[config.mk]
export PLATFORM = sky130hd
export DESIGN_NAME = cache_arbiter
export DESIGN_NICKNAME = d
export VERILOG_FILES = /design/src/rtl/cache_arbiter_pkg.sv /design/src/rtl/cache_arbiter_rr_pick.sv /design/src/rtl/cache_arbiter.sv
export SDC_FILE = /design/constraint.sdc
export NUM_CORES = 1
export LEC_CHECK = 0
export BUFFER_PORTS_ARGS = -buffer_cell sky130_fd_sc_hd__buf_2
export CORE_AREA = 3 3 544 546
export DETAILED_ROUTE_END_ITERATION = 10
export DIE_AREA = 0 0 547 549
export SETUP_SLACK_MARGIN = 0.1
export SKIP_CTS_REPAIR_TIMING = 1
export SLEW_MARGIN = 20
export SYNTH_ARGS = -nofsm -noshare
export SYNTH_HDL_FRONTEND = slang
export SYNTH_SLANG_ARGS = --single-unit
[constraint.sdc]
create_clock -name clk -period 31.4 [get_ports clk]
set_input_delay 4.71 -clock clk [delete_from_list [all_inputs] [get_ports clk]]
set_output_delay 4.71 -clock clk [all_outputs]
set_load 0.01 [all_outputs]
[src/rtl/cache_arbiter_pkg.sv]
// -----------------------------------------------------------------------------
// cache_arbiter_pkg
// Shared types and helpers for the I/D-cache miss arbiter.
//   arb_state_t       : arbiter FSM states
//   arb_grant_t       : which requester owns (or last owned) the memory port
//   line_offset_bits(): byte-offset bits within one cache line
// -----------------------------------------------------------------------------
package cache_arbiter_pkg;

  typedef enum logic [2:0] {
    IDLE,
    SERVE_I,
    SERVE_D,
    DONE_I,
    DONE_D
  } arb_state_t;

  typedef enum logic {
    GRANT_I = 1'b0,
    GRANT_D = 1'b1
  } arb_grant_t;

  // Offset bits for the default 256-bit line.
  localparam int LINE_OFS_BITS = 5;

  function automatic int line_offset_bits(input int line_width);
    return $clog2(line_width / 8);
  endfunction

endpackage : cache_arbiter_pkg

[src/rtl/cache_arbiter_rr_pick.sv]
// -----------------------------------------------------------------------------
// arb_rr_pick
// Combinational round-robin pick between the I-side and D-side requesters.
//   i_req      in   I-side request pending
//   d_req      in   D-side request pending (read or write)
//   last_grant in   side granted most recently
//   valid      out  at least one request pending
//   pick       out  side to grant; on conflict, the side not granted last
// -----------------------------------------------------------------------------
module arb_rr_pick
  import cache_arbiter_pkg::*;
(
  input  logic       i_req,
  input  logic       d_req,
  input  arb_grant_t last_grant,
  output logic       valid,
  output arb_grant_t pick
);

  always_comb begin
    valid = i_req | d_req;
    // D wins when it is alone, or when both ask and I had the port last.
    if (d_req && (!i_req || last_grant == GRANT_I)) begin
      pick = GRANT_D;
    end else begin
      pick = GRANT_I;
    end
  end

endmodule : arb_rr_pick

[src/rtl/cache_arbiter.sv]
// -----------------------------------------------------------------------------
// cache_arbiter
// Shares one line-wide memory port between I-cache fills and D-cache
// fills/writebacks. One requester is granted at a time; its line-aligned
// address, operation and write data are latched on the grant edge, the memory
// port is driven until mem_resp, the returned line is buffered, and a
// one-cycle resp pulse hands it back. Conflicts alternate round-robin.
//
// Ports
//   clk, rst                 clock, asynchronous active-high reset
//   i_read, i_address        I-cache fill request (held until i_resp)
//   i_rdata, i_resp          I-side returned line and completion pulse
//   d_read, d_write          D-cache fill / writeback request (held until d_resp)
//   d_address, d_wdata       D-side address and writeback line
//   d_rdata, d_resp          D-side returned line and completion pulse
//   mem_read, mem_write      memory strobes
//   mem_address, mem_wdata   line-aligned address and write line to memory
//   mem_rdata, mem_resp      line from memory and its one-cycle completion
// -----------------------------------------------------------------------------
module cache_arbiter
  import cache_arbiter_pkg::*;
#(
  parameter int LINE_WIDTH = 256,
  parameter int ADDR_WIDTH = 32,
  parameter bit D_FIRST    = 1'b1
) (
  input  logic                  clk,
  input  logic                  rst,
  input  logic                  i_read,
  input  logic [ADDR_WIDTH-1:0] i_address,
  output logic [LINE_WIDTH-1:0] i_rdata,
  output logic                  i_resp,
  input  logic                  d_read,
  input  logic                  d_write,
  input  logic [ADDR_WIDTH-1:0] d_address,
  input  logic [LINE_WIDTH-1:0] d_wdata,
  output logic [LINE_WIDTH-1:0] d_rdata,
  output logic                  d_resp,
  output logic                  mem_read,
  output logic                  mem_write,
  output logic [ADDR_WIDTH-1:0] mem_address,
  output logic [LINE_WIDTH-1:0] mem_wdata,
  input  logic [LINE_WIDTH-1:0] mem_rdata,
  input  logic                  mem_resp
);

  localparam int OFS = line_offset_bits(LINE_WIDTH);

  arb_state_t            state, state_next;
  arb_grant_t            last_grant;
  arb_grant_t            pick;
  logic                  req_valid;
  logic                  grant;
  logic                  op_write;
  logic [ADDR_WIDTH-1:0] req_addr;

  arb_rr_pick u_rr_pick (
    .i_req      (i_read),
    .d_req      (d_read | d_write),
    .last_grant (last_grant),
    .valid      (req_valid),
    .pick       (pick)
  );

  assign grant    = (state == IDLE) && req_valid;
  assign req_addr = (pick == GRANT_D) ? d_address : i_address;

  // NOTE: every output of this block gets a default before the case, so no
  // path leaves a value unassigned and no latch is inferred.
  always_comb begin
    state_next = state;
    mem_read   = 1'b0;
    mem_write  = 1'b0;
    i_resp     = 1'b0;
    d_resp     = 1'b0;
    unique case (state)
      IDLE: begin
        if (req_valid) state_next = (pick == GRANT_D) ? SERVE_D : SERVE_I;
      end
      SERVE_I: begin
        // Strobes come from the latched operation, never the live request.
        mem_read = 1'b1;
        if (mem_resp) state_next = DONE_I;
      end
      SERVE_D: begin
        mem_read  = !op_write;
        mem_write = op_write;
        if (mem_resp) state_next = DONE_D;
      end
      DONE_I: begin
        i_resp     = 1'b1;
        state_next = IDLE;
      end
      DONE_D: begin
        d_resp     = 1'b1;
        state_next = IDLE;
      end
      default: state_next = IDLE;
    endcase
  end

  // NOTE: sequential state uses non-blocking assignments so every register
  // samples pre-edge values regardless of statement order.
  always_ff @(posedge clk or posedge rst) begin
    if (rst) begin
      state       <= IDLE;
      last_grant  <= D_FIRST ? GRANT_I : GRANT_D;
      op_write    <= 1'b0;
      mem_address <= '0;
      mem_wdata   <= '0;
      i_rdata     <= '0;
      d_rdata     <= '0;
    end else begin
      state <= state_next;
      if (grant) begin
        last_grant  <= pick;
        mem_address <= {req_addr[ADDR_WIDTH-1:OFS], {OFS{1'b0}}};
        // Write wins when d_read and d_write are raised together.
        op_write    <= (pick == GRANT_D) && d_write;
        if (pick == GRANT_D) mem_wdata <= d_wdata;
      end
      // The per-side rdata registers are the line buffers; writes leave them alone.
      if (mem_resp && !op_write) begin
        if (state == SERVE_I) i_rdata <= mem_rdata;
        if (state == SERVE_D) d_rdata <= mem_rdata;
      end
    end
  end

  a_d_read_write_exclusive : assert property (
    @(posedge clk) disable iff (rst) !(d_read && d_write)
  );

endmodule : cache_arbiter

## Yosys cells after proc, flatten, opt, wreduce, memory -nomap -nowiden

Cells that the tools add are included.

- Equality and inequality tests: 7
- Mux-type cells: 11
- Bitwise operators: 3
- Reductions and logical operators: 12

Operators with widths:

| cell | number |
|---|---|
| 32-bit 2-to-1 mux | 1 |
| 3-bit 2-to-1 mux | 3 |
| 3-bit one-hot mux with 3 select lines | 1 |
| 3-bit by 2-bit equality test with 1-bit output, second input constant | 2 |
| 2-bit != test, second input constant | 3 |
| 2-bit AND reduction | 3 |
| 1-bit logical AND | 4 |
| 1-bit 2-to-1 mux | 4 |
| 3-bit by 1-bit equality test with 1-bit output, second input constant | 1 |
| 3-bit equality test, second input constant | 1 |
| 3-bit logical NOT | 1 |
| 3-bit AND reduction | 1 |
| 1-bit logical NOT | 2 |
| 2-bit 2-to-1 mux | 1 |
| 1-bit OR | 2 |
| 1-bit one-hot mux with 2 select lines | 1 |
| 1-bit logical OR | 1 |
| 1-bit inverter | 1 |

- Register bits after elaboration: 800
- Input bits: 582
- Output and inout port bits: 804
- Logic and storage cells: 40

## Logic depth before layout (Yosys ltp)

Gate-level depths: netlist of run 1.

- Depth in word-level cells: 7
- Depth in mapped cells: 7
- Gate-level depth less buffers: 3

## Hierarchy

From an unflattened synthesis of run 1, not the netlist that was laid out.

- Cell total of the unflattened synthesis: 1782
- Area, all modules: 30017.5 sq um

By module, submodules not included:

| module | times used | cells each | area each (sq um) | sequential area each (sq um) |
|---|---|---|---|---|
| cache_arbiter | 1 | 1780 | 30003.8 | 20019.2 |
| arb_rr_pick | 1 | 2 | 13.8 | 0.0 |

## Least setup slack after synthesis of run 1

No wires, ideal clock.

- Path type: input to register
- Start: in d_write
- End: reg mem_address[13]
- Library setup time: 0.125 ns
- Arrival time: 6.083 ns
- Required time: 31.275 ns
- Setup slack: 25.193 ns
- Stages: 5
- Buffers on the path: 2
- Cell sequence: o2bb2ai_1 -> buf_2 -> buf_1 -> mux2_2 -> mux2_2

- Word-level cells in the longest chain between the ends: 4
- Elaborated cells on any way between the ends: 6
- Those cells by class: 2 x mux; 2 x bitwise; 2 x reduce/logical

RTL lines:

| what | line | text |
|---|---|---|
| from (decl) | cache_arbiter.sv:34 | `input logic d_write,` |
| 1-bit OR (*) | cache_arbiter.sv:59 | `.d_req (d_read \| d_write),` |
| 1-bit logical AND | cache_arbiter_rr_pick.sv:23 | `if (d_req && (!i_req \|\| last_grant == GRANT_I)) begin` |
| 1-bit 2-to-1 mux | cache_arbiter_rr_pick.sv:23 |  |
| 32-bit 2-to-1 mux | cache_arbiter.sv:66 | `assign req_addr = (pick == GRANT_D) ? d_address : i_address;` |
| to (signal assigned) | cache_arbiter.sv:117 | `mem_address <= {req_addr[ADDR_WIDTH-1:OFS], {OFS{1'b0}}};` |
| to (decl) | cache_arbiter.sv:41 | `output logic [ADDR_WIDTH-1:0] mem_address,` |

Every way passes the cells marked *; elsewhere a longest branch is shown, timed or not.
A chain may end at the register's enable or synchronous reset.

## Worst setup path after layout of run 1

- Start: in mem_resp
- End: reg i_rdata[163]

- Word-level cells in the longest chain between the ends: 2

RTL lines:

| what | line | text |
|---|---|---|
| from (decl) | cache_arbiter.sv:44 | `input logic mem_resp` |
| 1-bit logical AND | cache_arbiter.sv:123 | `if (mem_resp && !op_write) begin` |
| 2-bit AND reduction (no line) | - |  |
| to (signal assigned) | cache_arbiter.sv:124 | `if (state == SERVE_I) i_rdata <= mem_rdata;` |
| to (decl) | cache_arbiter.sv:31 | `output logic [LINE_WIDTH-1:0] i_rdata,` |

Every way passes these cells.

==> results of run 1 <==
## per-stage QoR
stage | hold slack (ps) | utilization (%) | instance area (sq um) | setup slack [ps]
detailed placement | 474.4 | 14.55 | 42370 | 21850
finish | 484.4 | 15.68 | 45630 | 22750
global route | 505.5 | 15.66 | 45580 | 22590
CTS | 492.0 | 15.62 | 45480 | 22770
global placement | 468.6 | 14.55 | 42370 | 21910
floorplan | 468.5 | - | 31250 | 4225
## path summary, 6_finish.rpt
| check | start | to | slack, ps | cells after the start |
|---|---|---|---|---|
| hold / removal | mem_wdata[16] | mem_wdata[16] | 480 | 1 |
| setup reg to reg | state[1] | i_rdata[163] | 26150 | 7 |
| setup / recovery | mem_resp | i_rdata[163] | 22750 | 7 |
| min in group asynchronous | rst | mem_wdata[53] | 4090 | 2 |
| max in group asynchronous | rst | d_rdata[157] | 23510 | 6 |
| hold reg to reg | mem_wdata[16] | mem_wdata[16] | 480 | 1 |
## cell usage after synthesis
cell,number,area (sq um)
a211oi_1,2,15.01
a21o_1,1,7.510
a21oi_1,1,5.000
a22o_1,1,8.760
and2_1,1,6.260
buf_1,2,7.510
buf_12,22,440.4
buf_2,60,300.3
buf_4,5,37.54
buf_6,7,78.83
clkbuf_1,3,11.26
conb_1,1,3.750
dfrtp_1,800,20020
inv_1,3,11.26
mux2_1,10,112.6
mux2_2,572,6441
mux2_4,240,3603
nand2_1,3,11.26
nand2b_4,1,13.76
nand3_1,1,5.000
nor2_1,3,11.26
nor3_1,3,15.01
nor4_1,1,6.260
nor4_2,1,12.51
o21ai_0,2,10.01
o2bb2ai_1,1,8.760
o31a_1,1,8.760
o31ai_1,1,7.510
or4b_4,1,13.76
## cells by family after synthesis
kind of cell | count (synthesis) | synth area share [%]
multiplexers | 822 | 32.52
AO/OA/AOI/OAI | 10 | 0.2283
flip-flops | 800 | 64.09
other | 1 | 0.01201
AND/OR/NAND/NOR | 15 | 0.3044
buffers and inverters | 102 | 2.840
## worst register-to-register path: cells and delay by family (launching register included)
| kind | cells | cell delay [ps] |
|---|---|---|
| buf+inv | 4 | 3310 |
| mux | 1 | 450 |
| simple gates | 2 | 840 |
| flops | 1 | 530 |
## area by class of cell
type                            instances  area, sq um
Antenna cell                           59        147.6
Tap cell                             3900         4880
Inverter                                3        18.77
Fill cell                           32330       245500
Clock inverter                         34        322.8
Timing Repair Buffer                 1394         7074
Clock buffer                          132         2790
Sequential cell                       800        20020
Multi-Input combinational cell        852        10380
## power groups by stage
stage | Combinational [W] | Sequential (W) | Clock (W)
floorplan | 0.000911 | 0.00207 | 0
global placement | 0.00229 | 0.00185 | 0
detailed placement | 0.00231 | 0.00188 | 0
CTS | 0.00231 | 0.00187 | 0.00116
global route | 0.00238 | 0.00193 | 0.00119
finish | 0.00225 | 0.00186 | 0.00112
## cell usage in the layout (no fill, tap or decap), types with 4 or more instances in the layout
| cell type | count |
|---|---|
| buf_2 | 1370 |
| dfrtp_1 | 800 |
| mux2_2 | 572 |
| mux2_4 | 240 |
| clkbuf_16 | 98 |
| diode_2 | 59 |
| clkbuf_8 | 21 |
| buf_4 | 21 |
| clkinv_2 | 20 |
| clkbuf_1 | 13 |
| mux2_1 | 10 |
| conb_1 | 5 |
| bufinv_16 | 4 |
## metal layers
layer	routed length (um)	up-vias
met1	66120	11130
met4	8786	154
met3	32150	484
met5	1002	-
li1	-	9079
met2	87760	1388
## state kept, by name, summed over array words and instances, names as in the netlist
register,count
d_rdata,256
i_rdata,256
mem_wdata,256
mem_address,27
state,3
last_grant,1
op_write,1
==> flow_metrics.py, run 1 <==
metrics = {
    "run_status": {
        "run_status": "complete, no violations",
    },
    "global_route": {
        "top_usage_layer": "met2",
        "grtUsageTotal_pct": 12.50,
        "antenna_found_initial": 185,
        "grtUsageMet1_pct": 12.71,
        "grt_use_met3_pct": 8.776,
        "grt_first_pass_wirelength_um": 246400,
        "grt_remaining_overflow": 0,
        "use_met2_pct": 19.88,
        "grt_max_degree": 158,
        "grt_pass1_vias": 23110,
    },
    "sta": {
        "setup_viol": 0,
        "fmax_mhz": 115.7,
        "maxSlewViolCount": 0,
        "post-route-period-util_pct": 27.53,
        "finalHoldViolCount": 0,
        "timing.slew.headroom_pct": 24.71,
        "grt_setup_unrepaired": "false",
        "tns_ps": 0,
        "worst_clock_skew_ps": 60.39,
        "tightest_slew_ps": 1129,
        "finalCriticalPeriod_ps": 8646,
    },
    "job": {
        "drv_cap": 0,
    },
    "critical_path": {
        "crit_top_cell": "buf_4",
        "cp_cell_sequence": "buf_2 -> or4b_4 -> buf_4 -> buf_4 -> buf_4 -> buf_4 -> mux2_4",
        "cp_top_family": "buffers and inverters",
        "worst_setup_path_start_kind": "input port",
        "crit_fanout": 47,
        "required_ps": 32070,
        "cp_slowest_stage_delay_ps": 850,
        "cp_slowest_cell": "buf_4",
        "crit_type": "in -> reg",
        "crit_path_end_kind": "flop",
        "critical_path_buf_inv_count": 5,
        "critical_path_arrival_ps": 9320,
    },
    "clock_network": {
        "root_buffer": "clkbuf_16",
        "clock-sinks": 800,
        "ctsHtreeMaxLevel": 3,
        "cts_tree": "yes",
        "path_clk_slew_ps": 60,
        "clock_latency_ps": 810,
        "cts_buffers": 98,
        "cts_buffer_depth": 4,
    },
    "power_and_ir_drop": {
        "combPwrFrac_pct": 43.0,
        "p_int_w": 0.003244,
        "power.total_w": 0.005231,
        "p_leak_nw": 21.38,
        "ir_worst_vdd_uv": 74.98,
        "seqPwrFrac_pct": 35.7,
        "swShare_pct": 37.97,
        "pwr-share-clk_pct": 21.4,
        "p_per_area_nw_per_um2": 114.6,
        "p_sw_w": 0.001986,
    },
    "synth": {
        "ys_types": 29,
        "synth_cells": 1750,
        "ys_ff_latch": 800,
        "synth.avg_cell_area_sq_um": 17.85,
        "yosysSeqAreaShare_pct": 64.09,
        "syn_area_sq_um": 31230,
        "synth_warnings": 0,
    },
    "placement": {
        "place.gp.congestion": 0.9389,
        "portBuffers": 1370,
        "dp_hpwl_um": 169700,
        "placed_cells": 6949,
    },
    "floorplan": {
        "die-area_sq_um": 300300,
        "coreArea_sq_um": 291100,
        "die_y_um": 549,
        "initial_utilization_pct": 10.73,
        "io_pins": 1386,
        "die_x_um": 547,
        "rows": 198,
    },
    "cells_and_area": {
        "instances_no_fill": 7174,
        "num-nets-final": 3731,
        "layout-drive-gt1-share_pct": 73.56,
        "syn_to_final_growth_pct": 46.09,
    },
    "detailed_routing": {
        "wirelength_um": 195800,
        "vias": 22230,
        "vias_per_cell": 3.099,
        "first_pass_iters": 4,
        "drc": 0,
        "antenna_left": 0,
        "dr.first_iter.drc_count": 1326,
        "wl_per_cell_um": 27.30,
    },
    "hold_path": {
        "hold_path_class": "reg -> reg",
    },
}
(Power assumes the default switching activity.)
==> inputs of run 2 (changes only) <==
Settings changed: CORE_AREA 3 3 544 546 to 3 3 536 538, DIE_AREA 0 0 547 549 to 0 0 539 541.
Clock period 31.4 ns to 7.7 ns, I/O delays scaled along.
==> flow_metrics.py, run 2 (synthesis gave the netlist of run 1 again) <==
metrics = {
    "run_status": {
        "run_status": "complete, no violations",
    },
    "sta": {
        "tns_ps": 0,
        "worst_clock_skew_ps": 84.50,
        "setup_viol": 0,
        "finalCriticalPeriod_ps": 3322,
        "setup_ws_ps": 4378,
        "grt_setup_unrepaired": "false",
        "post-route-period-util_pct": 43.15,
        "finalHoldViolCount": 0,
        "fmax_mhz": 301.0,
        "timing.slew.headroom_pct": 28.77,
        "tightest_slew_ps": 1068,
        "maxSlewViolCount": 0,
    },
    "detailed_routing": {
        "drc": 0,
        "wl_per_cell_um": 27.86,
        "first_pass_iters": 7,
        "vias_per_cell": 3.173,
        "dr.first_iter.drc_count": 1119,
        "antenna_left": 0,
        "wirelength_um": 195300,
        "vias": 22240,
    },
    "clock_network": {
        "cts_buffers": 104,
        "path_clk_slew_ps": 70,
        "root_buffer": "clkbuf_16",
        "cts_buffer_depth": 4,
        "ctsHtreeMaxLevel": 3,
        "clock_latency_ps": 820,
        "cts_tree": "yes",
        "clock-sinks": 800,
    },
    "cells_and_area": {
        "final_common_cell": "buf_2",
        "reg.largest.list": "d_rdata: 256 flops, i_rdata: 256 flops, mem_wdata: 256 flops",
        "num-nets-final": 3739,
        "utilization_pct": 16.19,
        "design_area_sq_um": 45740,
        "layout-drive-gt1-share_pct": 73.56,
        "syn_to_final_growth_pct": 46.43,
        "final_cell_mix": "buf_2 (1370), dfrtp_1 (800), mux2_2 (572)",
    },
    "placement": {
        "place_area_sq_um": 42270,
        "dp_hpwl_um": 167300,
        "place.gp.congestion": 0.9170,
        "portBuffers": 1370,
        "pre_cts_slack_ps": 3867,
    },
    "critical_path": {
        "required_ps": 6550,
        "cp_cell_sequence": "inv_1 -> nand3_1 -> a21oi_1 -> buf_2",
        "cp.depth": 4,
        "crit_path_end_kind": "output port",
        "critical_path_arrival_ps": 2170,
        "reg2regPathDepth": 4,
        "critical_path_buf_inv_count": 2,
        "crit_type": "reg -> out",
        "worst_setup_path_start_kind": "flop",
        "cp_top_family": "flip-flops",
        "crit_fanout": 9,
        "cp_slowest_cell": "dfrtp_1",
        "cp_slowest_stage_delay_ps": 530,
    },
    "floorplan": {
        "die_y_um": 541,
        "io_pins": 1386,
        "die-area_sq_um": 291600,
        "die_x_um": 539,
        "initial_utilization_pct": 11.05,
        "rows": 195,
        "coreArea_sq_um": 282500,
    },
    "global_route": {
        "grt_remaining_overflow": 0,
        "antenna_found_initial": 203,
        "grtUsageTotal_pct": 12.89,
        "grt_first_pass_wirelength_um": 247800,
        "grt_max_degree": 154,
        "grt_pass1_vias": 23120,
    },
    "job": {
        "drv_cap": 0,
    },
    "power_and_ir_drop": {
        "p_per_area_nw_per_um2": 474.7,
        "ir_worst_vdd_uv": 220.7,
        "p_leak_nw": 21.52,
        "power.total_w": 0.02171,
    },
    "hold_path": {
        "hold_path_class": "in -> async",
    },
}
## run 2: cell count changes in the layout (fill, tap and decap cells not counted), sizes merged
cell	before	now
clkbuf	132	142
diode	59	32
clkinvlp	3	9
buf	1394	1396
inv	7	11
clkinv	23	20
## run 2: final cells by class
type                    count  area, sq um
fillers                 31260       236800
flip-flops and latches    800        20020
multi-input cells         852        10380
repair buffers           1396         7201
well taps                3743         4683
clock buffers             142         2935
clock inverters            41        424.2
diodes                     32        80.08
inverters                   3        15.01
## run 2: metrics by stage
step           hold slack, ps  instances
2_1_floorplan           468.5       1754
3_3_place_gp            466.9       6793
3_5_place_dp            480.5       6793
4_1_cts                 381.1       6976
5_1_grt                 452.0       6987
6_report                471.6       7009
## run 2: worst paths after layout
| check | startpoint | endpoint | slack (ps) |
|---|---|---|---|
| setup / recovery | state[0] | mem_read | 4380 |
| hold / removal | rst | mem_wdata[0] | 470 |
| setup reg to reg | state[1] | i_rdata[153] | 4670 |
| hold reg to reg | mem_wdata[12] | mem_wdata[12] | 500 |
| max in group asynchronous | rst | i_rdata[189] | 5270 |
| min in group clk | mem_wdata[12] | mem_wdata[12] | 500 |
## run 2: per-layer routing
| layer | vias to the layer above | wire length, um | share of wire (%) | track usage, % |
|---|---|---|---|---|
| met2 | 1416 | 86200 | 44 | 20.37 |
| li1 | 9100 | - | - | - |
| met4 | 174 | 8537 | 4.4 | 4.545 |
| met3 | 514 | 32080 | 16 | 9.232 |
| met5 | - | 1156 | 0.59 | 0 |
| met1 | 11040 | 67290 | 34 | 13.26 |
## run 2: power breakdown
part | leakage [nW] | internal (W) | total, W | switching, W
Combinational | 10.3 | 0.00423 | 0.00929 | 0.00506
Sequential | 9.56 | 0.00636 | 0.00756 | 0.00120
Clock | 1.64 | 0.00281 | 0.00486 | 0.00205
